`src/rtl/tpu_dma_pkg.sv`:
```
// Shared definitions for the DMA read/write engines around the shared BRAM.
// Holds the read FSM state type, BRAM timing constants and buffer occupancy helper.
package tpu_dma_pkg;

  localparam int BRAM_RD_LATENCY = 1;
  localparam int DMA_PTR_WIDTH   = 16;

  typedef enum logic [1:0] {
    IDLE = 2'd0,
    RUN  = 2'd1,
    DONE = 2'd2
  } rd_state_t;

  // True when one more read can be issued without overrunning the 2-entry buffer.
  function automatic logic has_room(input logic [1:0] count,
                                    input logic       inflight,
                                    input logic       pop);
    logic [2:0] occ;
    occ = {1'b0, count} + {2'b00, inflight};
    if (pop) begin
      has_room = (occ <= 3'd2);
    end else begin
      has_room = (occ <= 3'd1);
    end
  endfunction

endpackage

```
`src/rtl/stream_skid_fifo.sv`:
```
// Two-entry output buffer between the BRAM read path and the stream port.
// The head entry is presented combinationally from registered storage.
module stream_skid_fifo #(
  parameter int WIDTH = 33
) (
  input  logic             clk,
  input  logic             rst_n,
  input  logic             clr,
  input  logic             push,
  input  logic [WIDTH-1:0] push_data,
  input  logic             pop,
  output logic [WIDTH-1:0] head,
  output logic [1:0]       count
);

  logic [WIDTH-1:0] mem_r [2];
  logic             wr_idx_r;
  logic             rd_idx_r;
  logic [1:0]       count_r;

  // Storage, ring indices and occupancy.
  always_ff @(posedge clk or negedge rst_n) begin
    if (!rst_n) begin
      mem_r[0] <= {WIDTH{1'b0}};
      mem_r[1] <= {WIDTH{1'b0}};
      wr_idx_r <= 1'b0;
      rd_idx_r <= 1'b0;
      count_r  <= 2'd0;
    end else if (clr) begin
      wr_idx_r <= 1'b0;
      rd_idx_r <= 1'b0;
      count_r  <= 2'd0;
    end else begin
      if (push) begin
        mem_r[wr_idx_r] <= push_data;
        wr_idx_r        <= ~wr_idx_r;
      end
      if (pop) begin
        rd_idx_r <= ~rd_idx_r;
      end
      case ({push, pop})
        2'b10:   count_r <= count_r + 2'd1;
        2'b01:   count_r <= count_r - 2'd1;
        default: count_r <= count_r;
      endcase
    end
  end

  assign head  = mem_r[rd_idx_r];
  assign count = count_r;

endmodule

```
`src/rtl/bram_stream_reader.sv`:
```
// Read-side DMA engine: drains length words from BRAM port A onto an AXI-Stream
// master, absorbing the 1-cycle read latency and backpressure in a 2-entry buffer.
module bram_stream_reader
  import tpu_dma_pkg::*;
#(
  parameter int DATA_WIDTH = 32,
  parameter int LEN_WIDTH  = 16
) (
  input  logic                     clk,
  input  logic                     rst_n,
  input  logic                     start,
  input  logic [LEN_WIDTH-1:0]     length,
  input  logic                     wr_busy,
  output logic                     busy,
  output logic                     done,
  output logic                     dma_rd_en,
  output logic [DMA_PTR_WIDTH-1:0] dma_read_pointer,
  input  logic [DATA_WIDTH-1:0]    dma_rd_data,
  output logic [DATA_WIDTH-1:0]    m_axis_tdata,
  output logic                     m_axis_tvalid,
  input  logic                     m_axis_tready,
  output logic                     m_axis_tlast
);

  rd_state_t            state_r;
  logic [LEN_WIDTH-1:0] len_r;
  logic [LEN_WIDTH-1:0] issue_cnt_r;
  logic [LEN_WIDTH-1:0] inflight_ptr_r;
  logic                 inflight_r;

  logic                 rd_en_s;
  logic                 pop_s;
  logic                 fifo_clr_s;
  logic                 push_last_s;
  logic [DATA_WIDTH:0]  head_s;
  logic [1:0]           count_s;

  assign m_axis_tvalid = (count_s != 2'd0);
  assign m_axis_tdata  = head_s[DATA_WIDTH-1:0];
  assign m_axis_tlast  = m_axis_tvalid & head_s[DATA_WIDTH];
  assign pop_s         = m_axis_tvalid & m_axis_tready;
  assign fifo_clr_s    = (state_r == IDLE) & start;
  // The returning word is the final beat when its pointer was the last one issued.
  assign push_last_s   = (inflight_ptr_r == (len_r - LEN_WIDTH'(1)));

  // Read issue: only while data remains, port A is free and the buffer can absorb it.
  always_comb begin
    rd_en_s = 1'b0;
    if ((state_r == RUN) && (issue_cnt_r < len_r) && !wr_busy) begin
      rd_en_s = has_room(count_s, inflight_r, pop_s);
    end else begin
      rd_en_s = 1'b0;
    end
  end

  // Control FSM with issue counter and in-flight tracking.
  always_ff @(posedge clk or negedge rst_n) begin
    if (!rst_n) begin
      state_r        <= IDLE;
      len_r          <= {LEN_WIDTH{1'b0}};
      issue_cnt_r    <= {LEN_WIDTH{1'b0}};
      inflight_ptr_r <= {LEN_WIDTH{1'b0}};
      inflight_r     <= 1'b0;
    end else begin
      inflight_r <= rd_en_s;
      if (rd_en_s) begin
        inflight_ptr_r <= issue_cnt_r;
        issue_cnt_r    <= issue_cnt_r + LEN_WIDTH'(1);
      end
      case (state_r)
        IDLE: begin
          if (start) begin
            len_r       <= length;
            issue_cnt_r <= {LEN_WIDTH{1'b0}};
            inflight_r  <= 1'b0;
            state_r     <= (length != {LEN_WIDTH{1'b0}}) ? RUN : DONE;
          end
        end
        RUN: begin
          if (pop_s && head_s[DATA_WIDTH]) begin
            state_r <= DONE;
          end
        end
        DONE:    state_r <= IDLE;
        default: state_r <= IDLE;
      endcase
    end
  end

  assign busy             = (state_r != IDLE);
  assign done             = (state_r == DONE);
  assign dma_rd_en        = rd_en_s;
  assign dma_read_pointer = DMA_PTR_WIDTH'(issue_cnt_r);

  stream_skid_fifo #(
    .WIDTH (DATA_WIDTH + 1)
  ) u_skid (
    .clk       (clk),
    .rst_n     (rst_n),
    .clr       (fifo_clr_s),
    .push      (inflight_r),
    .push_data ({push_last_s, dma_rd_data}),
    .pop       (pop_s),
    .head      (head_s),
    .count     (count_s)
  );

endmodule

```
`config.mk`:
```
export PLATFORM = sky130hd
export DESIGN_NAME = bram_stream_reader
export DESIGN_NICKNAME = d
export VERILOG_FILES = /design/src/rtl/tpu_dma_pkg.sv /design/src/rtl/stream_skid_fifo.sv /design/src/rtl/bram_stream_reader.sv
export SDC_FILE = /design/constraint.sdc
export NUM_CORES = 1
export LEC_CHECK = 0
export CAP_MARGIN = 20
export CORE_UTILIZATION = 58
export DETAILED_ROUTE_END_ITERATION = 16
export GPL_TIMING_DRIVEN = 0
export PLACE_DENSITY_LB_ADDON = 0.1
export SLEW_MARGIN = 10
export SYNTH_ARGS = -nofsm -noshare
export SYNTH_HDL_FRONTEND = slang
export SYNTH_SLANG_ARGS = --single-unit
export TNS_END_PERCENT = 20
```
`constraint.sdc`:
```
create_clock -name clk -period 7.9 [get_ports clk]
set_clock_uncertainty 0.2 [all_clocks]
set_input_delay 1.185 -clock clk [delete_from_list [all_inputs] [get_ports clk]]
set_output_delay 1.185 -clock clk [all_outputs]
set_load 0.05 [all_outputs]
```
== After elaboration in Yosys (flattened, before gate mapping) ==
Index checks and enable logic that the tools add are counted.
Operators by class
  bitwise gates (word level): 8
  reduce and logical (&&, ||, !) cells: 15
  $add $sub $neg: 5
  muxes and demuxes: 23
  magnitude comparators: 6
  equal/unequal tests: 7
Operators by type and width (number)
  33-bit two-way mux: 4
  66-bit bitwise mux: 1
  16-bit two-way mux: 3
  33-bit demux with 1-bit select: 1
  16-bit by 1-bit adder with 16-bit output, second input constant: 1
  16-bit == test: 1
  16-bit less-than comparator: 1
  16-bit nonzero test: 1
  16-bit by 1-bit subtractor with 16-bit output, second input constant: 1
  1-bit two-way mux: 8
  2-bit two-way mux: 4
  2-bit case mux with 2 select lines: 2
  2-bit nonzero test: 4
  2-bit AND reduction: 3
  2-bit by 1-bit == test with 1-bit output, second input constant: 2
  2-bit == test, second input constant: 2
  2-bit >= comparator, second input constant: 2
  1-bit logical AND: 4
  1-bit inverter with 2-bit output: 2
  2-bit by 1-bit adder with 3-bit output: 1
  1-bit bitwise AND: 3
  3-bit by 1-bit <= comparator with 1-bit output, second input constant: 1
  3-bit by 2-bit <= comparator with 1-bit output, second input constant: 1
  1-bit inverter: 3
  other kinds (8): 8
Word-level totals
  word-level logic and storage cells: 74
  input port bits: 53
  flip-flop bits (word level): 121
  output and inout port bits: 53

== Longest topological paths before layout ==
  depth after elaboration: 7
  mapped depth: 12
  depth with buffers taken out: 10

== Modules after synthesis ==
A second synthesis with hierarchy kept.
Unflattened totals
  cell total of the unflattened synthesis: 531
  area total of the unflattened synthesis: 6238.5 um2
By module, submodules not included
  bram_stream_reader: times used 1, area each 3171.8 um2, cells an instance 337, sequential area each 1276.2 um2
  stream_skid_fifo: times used 1, area each 3066.7 um2, cells an instance 194, sequential area each 1751.7 um2

== Least setup slack after synthesis ==
Ideal clock, no wire load.
  path kind: input to output
  start: input m_axis_tready
  end: output dma_rd_en
  stages on the path: 7
  data required time: 6.515 ns
  arrival time: 2.405 ns
  path buffers: 2
  path slack: 4.110 ns
  cell sequence: nand2_4 -> nor4b_4 -> o211ai_2 -> a21o_4 -> buf_6 -> clkinv_1 -> buf_2
Between the ends
  word-level cells in the longest chain between the ends: 3
Ends and longest elaborated chain
  from (decl): RTL line bram_stream_reader.sv:21  | input logic m_axis_tready,
  1-bit bitwise AND: RTL line bram_stream_reader.sv:41  | assign pop_s = m_axis_tvalid & m_axis_tready;
  1-bit two-way mux: RTL line tpu_dma_pkg.sv:20  | if (pop) begin
  1-bit two-way mux: RTL line bram_stream_reader.sv:49  | if ((state_r == RUN) && (issue_cnt_r < len_r) && !wr_busy) begin
  to (decl): RTL line bram_stream_reader.sv:16  | output logic dma_rd_en,
No other way between the ends.

== Final worst setup path ==
Ends and elaborated chain as after synthesis.

==> impl_metrics.json <==
{
  "core.rowCount": 37,
  "final_cells": 834,
  "cts_made_buffers": 17,
  "grt.total_usage_pct": 29.5,
  "grt_pass1_wl_mm": 24.9,
  "area_growth_syn_to_layout_pct": 29.4,
  "post-place-ws_ps": 2520,
  "dp_cells": 803,
  "antenna_left": 0,
  "max_freq_ghz": 0.186,
  "routabilityCongestion": 0.919,
  "fp.dieW_um": 105,
  "wl_per_cell_um": 17.9,
  "p_sw_share_pct": 41.4,
  "hpwlAfterDp_mm": 10.9,
  "drtIter0Drc": 258,
  "coreArea_um2": 10300,
  "clock_latency_ps": 530,
  "critPathBufInv": 5,
  "synthCells": 561,
  "synth_cell_type_count": 54,
  "p_switching_w": 0.00145,
  "drive_gt1_share_pct": 20.1,
  "grt_max_degree": 63,
  "ir_drop_uv": 291,
  "drtPass1Iterations": 6,
  "grt_overflow_total": 0,
  "io_buffer_count": 105,
  "worst-setup-path-type": "primary input to output pin",
  "synth_top_area_share_pct": 49.1,
  "cts_root_buffer": "clkbuf_8",
  "hold-path-cell-count": 2,
  "cpMostUsedCell": "clkdlybuf4s50_1",
  "hold_class": "flop to flop",
  "p_leak_nw": 3.40,
  "cts_buffer_depth": 2,
  "grt_pass1_vias": 5088,
  "slew_headroom_pct": 55.6,
  "tns_ps": 0,
  "synth_warnings": 0,
  "cp_max_fo": 10,
  "cp_slowest_stage_delay_ps": 840,
  "ys_seq_area_share_pct": 49.1,
  "cp.required_ps": 6510,
  "syn-num-nets": 634,
  "die_area_um2": 11100,
  "min_from": "u_skid.mem_r[32]$_DFFE_PN0P_",
  "r2r-start": "len_r[2]$_DFFE_PN0P_",
  "reg2reg_depth": 11,
  "period_needed_ps": 5380,
  "clkSinkCount": 121,
  "start_kind": "primary input",
  "timing.hold.ws_ps": 289,
  "post_cts_resized": 0,
  "synth.avg_cell_area_um2": 11.0,
  "cts_setup_buffers": 0,
  "ioPinCount": 106,
  "initial_core_util_pct": 59.8,
  "cp_top_family": "buffers and inverters",
  "p_int_w": 0.00205,
  "crit_cells": 9,
  "syn_area_um2": 6170,
  "vias": 4761,
  "htreeDepth": 4,
  "pwr-share-comb_pct": 49.8,
  "tightest_slew_ps": 666,
  "outcome": "completed",
  "share_seq_of_total_power_pct": 29.4,
  "fin_crit_sh_pct": 68.2,
  "cts.clk_slew.worst_paths_ps": 50,
  "yosys.area.top_type": "dfrtp_1",
  "fin_ws_ps": 2520,
  "p_per_area_nw_per_um2": 439,
  "fill_cells": 680,
  "setup_viol": 0,
  "antenna_found_initial": 0,
  "num_antenna_cells": 0,
  "utilization_pct": 77.3,
  "hold_viol_final": 0,
  "synthTopCellsByArea": "dfrtp_1, mux2_2, nand2_1, ha_1, xnor2_1",
  "rsz0062_at_grt": "no",
  "ys_seq_elements": 121,
  "ctsHoldBuffers": 0,
  "p_clk_share_pct": 20.9,
  "cp_slowest_cell": "clkdlybuf4s50_1",
  "slew_violations": 0,
  "cts_tree": "done",
  "drcViolationCount": 0,
  "nNetsFinal": 759,
  "endpoint_kind": "output pin",
  "drv_cap": 0,
  "die_h_um": 105,
  "worstPathArrival_ps": 4000,
  "post_drt_via_cell_ratio": 5.71,
  "wl_mm": 14.9,
  "critPathLaunch": "m_axis_tready",
  "cp_cell_sequence": "clkdlybuf4s50_1 > nand2_4 > nor4b_4 > o211ai_2 > a21o_4 > buf_6 > clkinv_1 > buf_2 > clkdlybuf4s50_1"
}
==> cells by family after synthesis <==
family | share of synthesized area, %
DFF | 49.1
adders and majority gates | 4.06
AOI/OAI and AO/OA | 7.79
xor gates and xnor gates | 4.54
and+or+nand+nor | 13.1
muxes | 18.0
buffers and inverters | 3.41
==> cell usage in the layout, fill, tap and decap left out, types with 6 or more instances in the layout <==
cell             netlist  routed
nand3_1               12      12
xnor2_1               26      26
xor2_1                 6       6
dfrtp_1              121     121
nand2_1               79      79
ha_1                  20      20
o21ai_0               22      22
mux2_2                96      96
clkbuf_16              0      16
clkdlybuf4s50_1        0     104
a21oi_1               20      20
nor2_1                15      15
or4_1                 10      10
nand4_1                7       7
nor4_1                10      10
o31ai_1               10      10
inv_1                 26      26
clkbuf_1              18      21
==> layout make-up <==
| cell class | instances | area, um2 | area share (%) |
|---|---|---|---|
| clock buffers | 23 | 467 | 5.85 |
| repair buffers | 106 | 1080 | 13.5 |
| multi-input cells | 387 | 2930 | 36.7 |
| clock inverters | 8 | 95.1 | 1.19 |
| inverters | 28 | 105 | 1.32 |
| plain buffers | 25 | 105 | 1.32 |
| well taps | 136 | 170 | 2.13 |
| flip-flops and latches | 121 | 3030 | 37.9 |
==> layer usage <==
layer / GRT usage (%) / routed length [um] / vias up
met5: 0 / 0 / -
met4: 10.8 / 277 / 0
met3: 8.11 / 880 / 26
met2: 48.7 / 7310 / 155
met1: 37.2 / 6440 / 2343
li1: - / - / 2237
==> state kept, by name (all words and copies together), names as in the netlist <==
name / flops
dma_read_pointer: 16
u_skid.count: 2
inflight_ptr_r: 16
u_skid.wr_idx_r: 1
u_skid.mem_r: 66
state_r: 2
u_skid.rd_idx_r: 1
inflight_r: 1
len_r: 16
==> Yosys cell counts, drive strengths merged <==
master / number
nor4: 10
a2111oi: 3
clkbuf: 18
xor2: 6
a21o: 4
inv: 27
a21oi: 20
or2: 2
o41ai: 1
nand4b: 2
mux2i: 3
and3: 4
clkinv: 1
a41oi: 1
nor4b: 2
ha: 20
o21ai: 26
nor3b: 1
or4: 10
nor2b: 3
a211o: 1
xnor2: 26
nand3: 12
nor2: 16
o21bai: 1
nand2: 80
dfrtp: 121
nand4: 7
o211ai: 2
mux2: 96
or3: 1
o2111a: 1
nor3: 4
a31oi: 1
a311oi: 1
or3b: 1
a211oi: 3
nand2b: 2
and4: 2
and2: 1
buf: 7
o31ai: 10
a22oi: 1
==> power groups by stage <==
stage | logic [W] | registers [W] | clock network [W]
after floorplan | 0.00127 | 0.00100 | 0
after global placement | 0.00170 | 0.00102 | 0
after detailed placement | 0.00174 | 0.00103 | 0
after CTS | 0.00175 | 0.00103 | 0.000740
after global routing | 0.00186 | 0.00106 | 0.000769
final | 0.00174 | 0.00103 | 0.000730
==> final timing paths <==
path | slack, ps | endpoint
max reg2reg | 4940 | dma_read_pointer[11]$_DFF_PN0_
min reg2reg | 290 | u_skid.mem_r[32]$_DFFE_PN0P_
max in group asynchronous | 6380 | u_skid.mem_r[16]$_DFFE_PN0P_
min | 290 | u_skid.mem_r[32]$_DFFE_PN0P_
max | 2520 | dma_rd_en
min in group asynchronous | 430 | len_r[8]$_DFFE_PN0P_
==> through the flow <==
stage | total power (W) | cell area, um2
final | 0.00350 | 7980
after global routing | 0.00369 | 7980
after CTS | 0.00352 | 7980
after detailed placement | 0.00278 | 7420
after global placement | 0.00272 | 7390
after floorplan | 0.00227 | 6170
==> worst min-delay path: stages, from the launching register on <==
cell and delay, ps:
dfrtp_1 340, nand2_1 50, o21ai_1 60
(Power assumes the default switching activity.)
==> RTL change 1 (config.mk and constraints unchanged) <==
Reset style: synchronous (`rst_n`), changed in 2 clocked blocks.
--- a/src/rtl/stream_skid_fifo.sv
+++ b/src/rtl/stream_skid_fifo.sv
@@ -21,3 +21,3 @@
   // Storage, ring indices and occupancy.
-  always_ff @(posedge clk or negedge rst_n) begin
+  always_ff @(posedge clk) begin
     if (!rst_n) begin
--- a/src/rtl/bram_stream_reader.sv
+++ b/src/rtl/bram_stream_reader.sv
@@ -56,3 +56,3 @@
   // Control FSM with issue counter and in-flight tracking.
-  always_ff @(posedge clk or negedge rst_n) begin
+  always_ff @(posedge clk) begin
     if (!rst_n) begin
Formal check against the unedited RTL: differs if rst_n is asserted again (counterexample within 4 cycles, from zero or initial values and one cycle with rst_n low); with rst_n held inactive, the same outputs for 4 cycles.
==> RTL change 1 against the original RTL <==
Area after synthesis increased by 1.5%. Routed wire length increased by 5.9%. Final area increased by 1.1%. First-iteration DRC count decreased by 5.0%. Sequential cell count increased by 1. Count of clock-buffer cells in the layout decreased by 3. Setup slack got worse by 0.28 ns. Highest routed layer unchanged.
Power is not compared: it rests on default switching activity, and its combinational part moved more than twofold at a synthesized area within 25%.
==> RTL change 1: results (changes against the original RTL) <==
[grt]
antenna_found_initial=0  ; unchanged
grt_max_degree=34  ; was 63
grt_pass1_wl_mm=25.3  ; was 24.9 mm
grtUsageTotal=0.292  ; was 0.295

[yosys]
synth_adder_area_share=0.0420  ; was 0.0406
synth_area_per_cell_um2=10.1  ; was 11.0 um2
synth_mux_area_frac=0.0591  ; was 0.180
synth_edf_count=66  ; was 0
yosys_warnings=0  ; unchanged
synth-xor-area-share=0.0350  ; was 0.0454
ys_top_cells_by_count=and2_1, edfxtp_1, dfxtp_1  ; was dfrtp_1, mux2_2, nand2_1
syn_nets=697  ; was 634
synth_flop_cell=edfxtp_1  ; was dfrtp_1
synth_compound_area_frac=0.118  ; was 0.0779
synth_area_leaders=edfxtp_1, dfxtp_1, and2_1  ; was dfrtp_1, mux2_2, nand2_1
synthArstFlopShare=0  ; was 1.00
synth.distinct_cells=55  ; was 54
yosysSeqAreaShare=0.496  ; was 0.491

[floorplan]
rows=37  ; unchanged

[clock_tree]
ctsResizeCount=0  ; unchanged
post_cts_buffers=0  ; unchanged
clk_pin_slew_ns=0.06
ctsRootBufferMaster=clkbuf_8  ; unchanged
numCtsBuffers=17  ; unchanged

[finish]
fillCellCount=692  ; was 680
fin_nets=822  ; was 759
stdcell_count=896  ; was 834
layout-drive-gt1-share=0.113  ; was 0.201

[placed_design]
dp.cells=865  ; was 803
pre_cts_slack_ns=2.29  ; was 2.52 ns
hpwl_mm=11.0  ; was 10.9 mm
portBuffers=105  ; unchanged
gp_congestion=0.843  ; was 0.919

[route]
dr.first_iter.drc_count=245  ; was 258
totalWireLength_mm=15.8  ; was 14.9 mm
drtPass1Iterations=5  ; was 6
vias=5231  ; was 4,761

[critical_path]
arrival_ns=4.28  ; was 4.00 ns
rrSetupSlack_ns=4.48  ; was 4.94 ns
rr_worst_depth=11  ; unchanged
max_stage_delay_ns=0.91  ; was 0.84 ns
worstReg2RegStart=len_r[8]$_SDFFE_PN0P_  ; was len_r[2]$_DFFE_PN0P_
r2r_end=inflight_ptr_r[1]$_SDFFE_PN0P_  ; was dma_read_pointer[11]$_DFF_PN0_
cpLargestDelayFamily=buffers and inverters  ; unchanged

[min_path]
worstHoldPathType=reg -> reg  ; unchanged
min_path_cells=1  ; was 2
hold_start=state_r[1]$_SDFFE_PN0P_  ; was u_skid.mem_r[32]$_DFFE_PN0P_
worstHoldEndpoint=state_r[1]$_SDFFE_PN0P_  ; was u_skid.mem_r[32]$_DFFE_PN0P_

[sta]
relSlewSlack=0.386  ; was 0.556
hold_slack_ns=0.277  ; was 0.289 ns

[outcome]
status=completed  ; unchanged

RTL change 1: power breakdown:
| part | switching [mW] | internal [mW] |
|---|---|---|
| clock network | 0.281 | 0.446 |
| logic | 0.151 | 0.0959 |
| registers | 0.0121 | 0.688 |
| total | 0.444 | 1.23 |
RTL change 1: cell families after synthesis:
family                     Yosys count
AOI/OAI and AO/OA                  121
xor gates and xnor gates            25
adders and majority gates           21
buffers and inverters               63
DFF                                122
muxes                               33
and+or+nand+nor                    238
RTL change 1: per-layer routing:
| metal | part of all wire | wire, um | global-route usage | vias up |
|---|---|---|---|---|
| met5 | 0 | 0 | 0 | - |
| met4 | 0.025 | 388 | 0.125 | 0 |
| met3 | 0.058 | 918 | 0.0564 | 34 |
| met2 | 0.52 | 8210 | 0.515 | 192 |
| met1 | 0.40 | 6270 | 0.346 | 2508 |
| li1 | - | - | - | 2497 |
RTL change 1: worst reg2reg max path, stage by stage, from the launching register on:
cell and delay [ns]:
dfxtp_1 0.31, clkbuf_1 0.43, inv_1 0.10, ha_1 0.29, nand2_1 0.04, nor3_1 0.32
a21boi_0 0.31, a41o_1 0.31, buf_2 0.28, clkbuf_1 0.39, o21ai_0 0.16, a21oi_1 0.19
RTL change 1: how the worst max path moves through the flow:
stage                  startpoint         to  slack, ns  cells past startpoint
floorplan           m_axis_tready  dma_rd_en       3.63                      6
finish              m_axis_tready  dma_rd_en       2.24                      8
CTS                 m_axis_tready  dma_rd_en       2.27                      8
detailed placement  m_axis_tready  dma_rd_en       2.29                      8
global placement    m_axis_tready  dma_rd_en       2.39                      8
global route        m_axis_tready  dma_rd_en       2.10                      8
RTL change 1: cell type report:
| class | count | area share |
|---|---|---|
| clock buffer | 20 | 0.0527 |
| inverter | 26 | 0.0121 |
| clock inverter | 11 | 0.0154 |
| tap | 136 | 0.0211 |
| sequential | 122 | 0.385 |
| multi-input combinational | 438 | 0.361 |
| timing repair buffer | 106 | 0.134 |
| buffer | 37 | 0.0192 |
RTL change 1: stage by stage:
step / total power, mW / util / instance area, um2
floorplan: 0.868 / - / 6260
global placement: 0.946 / 0.718 / 7480
detailed placement: 0.956 / 0.722 / 7520
CTS: 1.67 / 0.774 / 8070
global route: 1.72 / 0.774 / 8070
finish: 1.67 / 0.774 / 8070
==> RTL change 2 (same flow settings) <==
Made on the original files. The parameter `DATA_WIDTH` goes from 32 to 48.
--- a/src/rtl/bram_stream_reader.sv
+++ b/src/rtl/bram_stream_reader.sv
@@ -5,3 +5,3 @@
 #(
-  parameter int DATA_WIDTH = 32,
+  parameter int DATA_WIDTH = 48,
   parameter int LEN_WIDTH  = 16
Ports: changed (resized dma_rd_data and m_axis_tdata); port bits go from 106 to 138. No check against the original RTL was run, so the function may have changed too.
==> RTL change 2 against the original RTL <==
Routed wire length rose by 21%. Global-route usage fell by 0.79 points. Setup slack got worse by 0.32 ns. Final cell count rose by 17%. Via count rose by 19%. Sequential power rose by 29%. Hold slack got worse by 0.0085 ns. Register-to-register slack got worse by 0.37 ns. Maximum frequency fell by 5.6%. Total power rose by 23%. Area after synthesis rose by 22%. Final area rose by 23%. Sequential cell count rose by 32. Largest cell class unchanged. Largest power group unchanged. Highest routed layer unchanged.
==> RTL change 2: results (changes against the original RTL) <==
[outcome]
status=completed  ; unchanged

[yosys]
ys_top_cells_by_count=dfrtp_1, mux2_1, mux2_2  ; was dfrtp_1, mux2_2, nand2_1
synth_area_leaders=dfrtp_1, mux2_1, mux2_2  ; was dfrtp_1, mux2_2, nand2_1
synthArstFlopShare=1.00  ; unchanged
yosysTopAreaCell=dfrtp_1  ; unchanged
synth-xor-area-share=0.0267  ; was 0.0454
synth_mux_area_frac=0.241  ; was 0.180
syn_nets=720  ; was 634
synth_area_per_cell_um2=12.0  ; was 11.0 um2
yosys_warnings=0  ; unchanged
synth_adder_area_share=0.0331  ; was 0.0406
synth.distinct_cells=50  ; was 54
yosysSeqAreaShare=0.507  ; was 0.491
synth_compound_area_frac=0.0711  ; was 0.0779

[grt]
antenna_found_initial=0  ; unchanged
first_global_vias=5891  ; was 5,088
grt_pass1_wl_mm=29.1  ; was 24.9 mm
grtUsageTotal=0.287  ; was 0.295
grt_max_degree=118  ; was 63

[clock_tree]
post_cts_buffers=0  ; unchanged
ctsResizeCount=0  ; unchanged
numCtsBuffers=17  ; unchanged
clk_pin_slew_ns=0.05  ; about the same
insertion_delay_ns=0.42  ; was 0.53 ns
ctsRootBufferMaster=clkbuf_16  ; was clkbuf_8
clockBufferDepth=2  ; unchanged
htreeDepth=4  ; unchanged

[placed_design]
dp.cells=941  ; was 803
gp_congestion=0.889  ; was 0.919
pre_cts_slack_ns=2.29  ; was 2.52 ns
portBuffers=137  ; was 105
hpwl_mm=13.1  ; was 10.9 mm

[min_path]
min_path_cells=1  ; was 2
worstHoldPathType=reg -> reg  ; unchanged
worstHoldEndpoint=u_skid.mem_r[72]$_DFFE_PN0P_  ; was u_skid.mem_r[32]$_DFFE_PN0P_
hold_start=u_skid.mem_r[72]$_DFFE_PN0P_  ; was u_skid.mem_r[32]$_DFFE_PN0P_

[route]
drtPass1Iterations=7  ; was 6
vias=5652  ; was 4,761
dr.first_iter.drc_count=323  ; was 258
drt-wirelength-per-cell_um=18.5  ; was 17.9 um

[finish]
layout-drive-gt1-share=0.101  ; was 0.201
n_antenna_cell=0  ; unchanged
largest_reg_flops=98  ; was 66
fin_nets=877  ; was 759
stdcell_count=973  ; was 834
largest_register=u_skid.mem_r  ; unchanged

[sta]
slew_viol_final=0  ; unchanged
tightest_slew_ns=0.697  ; was 0.666 ns
fin_crit_ns=5.70  ; was 5.38 ns

[critical_path]
rr_worst_depth=9  ; was 11
r2r_end=inflight_ptr_r[9]$_DFFE_PN0P_  ; was dma_read_pointer[11]$_DFF_PN0_
rrSetupSlack_ns=4.57  ; was 4.94 ns
crit_fanout=8  ; was 10
worstReg2RegStart=inflight_r$_DFF_PN0_  ; was len_r[2]$_DFFE_PN0P_
arrival_ns=4.32  ; was 4.00 ns

[power]
irDropWorstVdd_v=0.000281  ; was 0.000291 V
leakagePower_nw=4.11  ; was 3.40 nW

[flow_run]
maxCapViolations=0  ; unchanged

## RTL change 2: cell count changes in the layout (fill, tap and decap cells not counted), sizes merged, moves of 4 or more
cell / delta
buf: +6
nor3: +6
xnor2: -11
dfrtp: +32
mux2: +62
nand2: -44
clkinv: +4
o21ai: +6
clkdlybuf4s50: +32
## RTL change 2: cell type report
cell class	instances	area, um2
well taps	172	215
multi-input cells	419	3500
plain buffers	31	120
clock buffers	20	457
inverters	28	106
fillers	857	2890
repair buffers	138	1400
flip-flops and latches	153	3830
clock inverters	12	149
## RTL change 2: critical path: stages
cell and delay, ns:
clkdlybuf4s50_1 0.62, o21ai_2 0.14, nor4b_1 0.39, o221ai_1 0.30
a311oi_2 0.47, nand2_2 0.25, inv_2 0.14, clkdlybuf4s50_1 0.82
## RTL change 2: metal layers
metal | track usage | routed length (um) | vias up
li1 | - | - | 2615
met1 | 0.363 | 7610 | 2823
met2 | 0.491 | 9060 | 188
met3 | 0.0597 | 1060 | 26
met4 | 0.103 | 304 | 0
met5 | 0 | 0 | -
## RTL change 2: worst max path at each step
| stage | start | to | cells after the start |
|---|---|---|---|
| 2_1_floorplan | m_axis_tready | dma_rd_en | 6 |
| 3_3_place_gp | rst_n | dma_read_pointer[0]$_DFF_PN0_ | 1 |
| 3_5_place_dp | m_axis_tready | dma_rd_en | 8 |
| 4_1_cts | m_axis_tready | dma_rd_en | 8 |
| 5_1_grt | m_axis_tready | dma_rd_en | 8 |
| 6_report | m_axis_tready | dma_rd_en | 8 |
## RTL change 2: per-stage QoR
step / TNS [ns] / utilization / area (um2) / hold slack, ns / power [mW]
floorplan: 0 / - / 7550 / 0.250 / 2.82
global placement: -55.22 / 0.721 / 9140 / 0.260 / 3.40
detailed placement: 0 / 0.724 / 9170 / 0.272 / 3.49
CTS: 0 / 0.772 / 9780 / 0.285 / 4.33
global route: 0 / 0.772 / 9780 / 0.300 / 4.53
finish: 0 / 0.772 / 9780 / 0.280 / 4.30
## RTL change 2: kinds of logic (layout without fill, tap and decap cells)
logic type,after synthesis,in the layout
muxes,162,162
DFF,153,153
and+or+nand+nor,128,128
AOI/OAI and AO/OA,86,86
buffers and inverters,59,229
xor gates and xnor gates,23,23
adders and majority gates,20,20
## RTL change 2: power breakdown
group	leakage, nW	switching [mW]	internal, mW	total (mW)
clock network	0.300	0.308	0.512	0.820
registers	1.89	0.220	1.11	1.33
logic	1.91	1.30	0.860	2.16
total	4.11	1.83	2.48	4.30
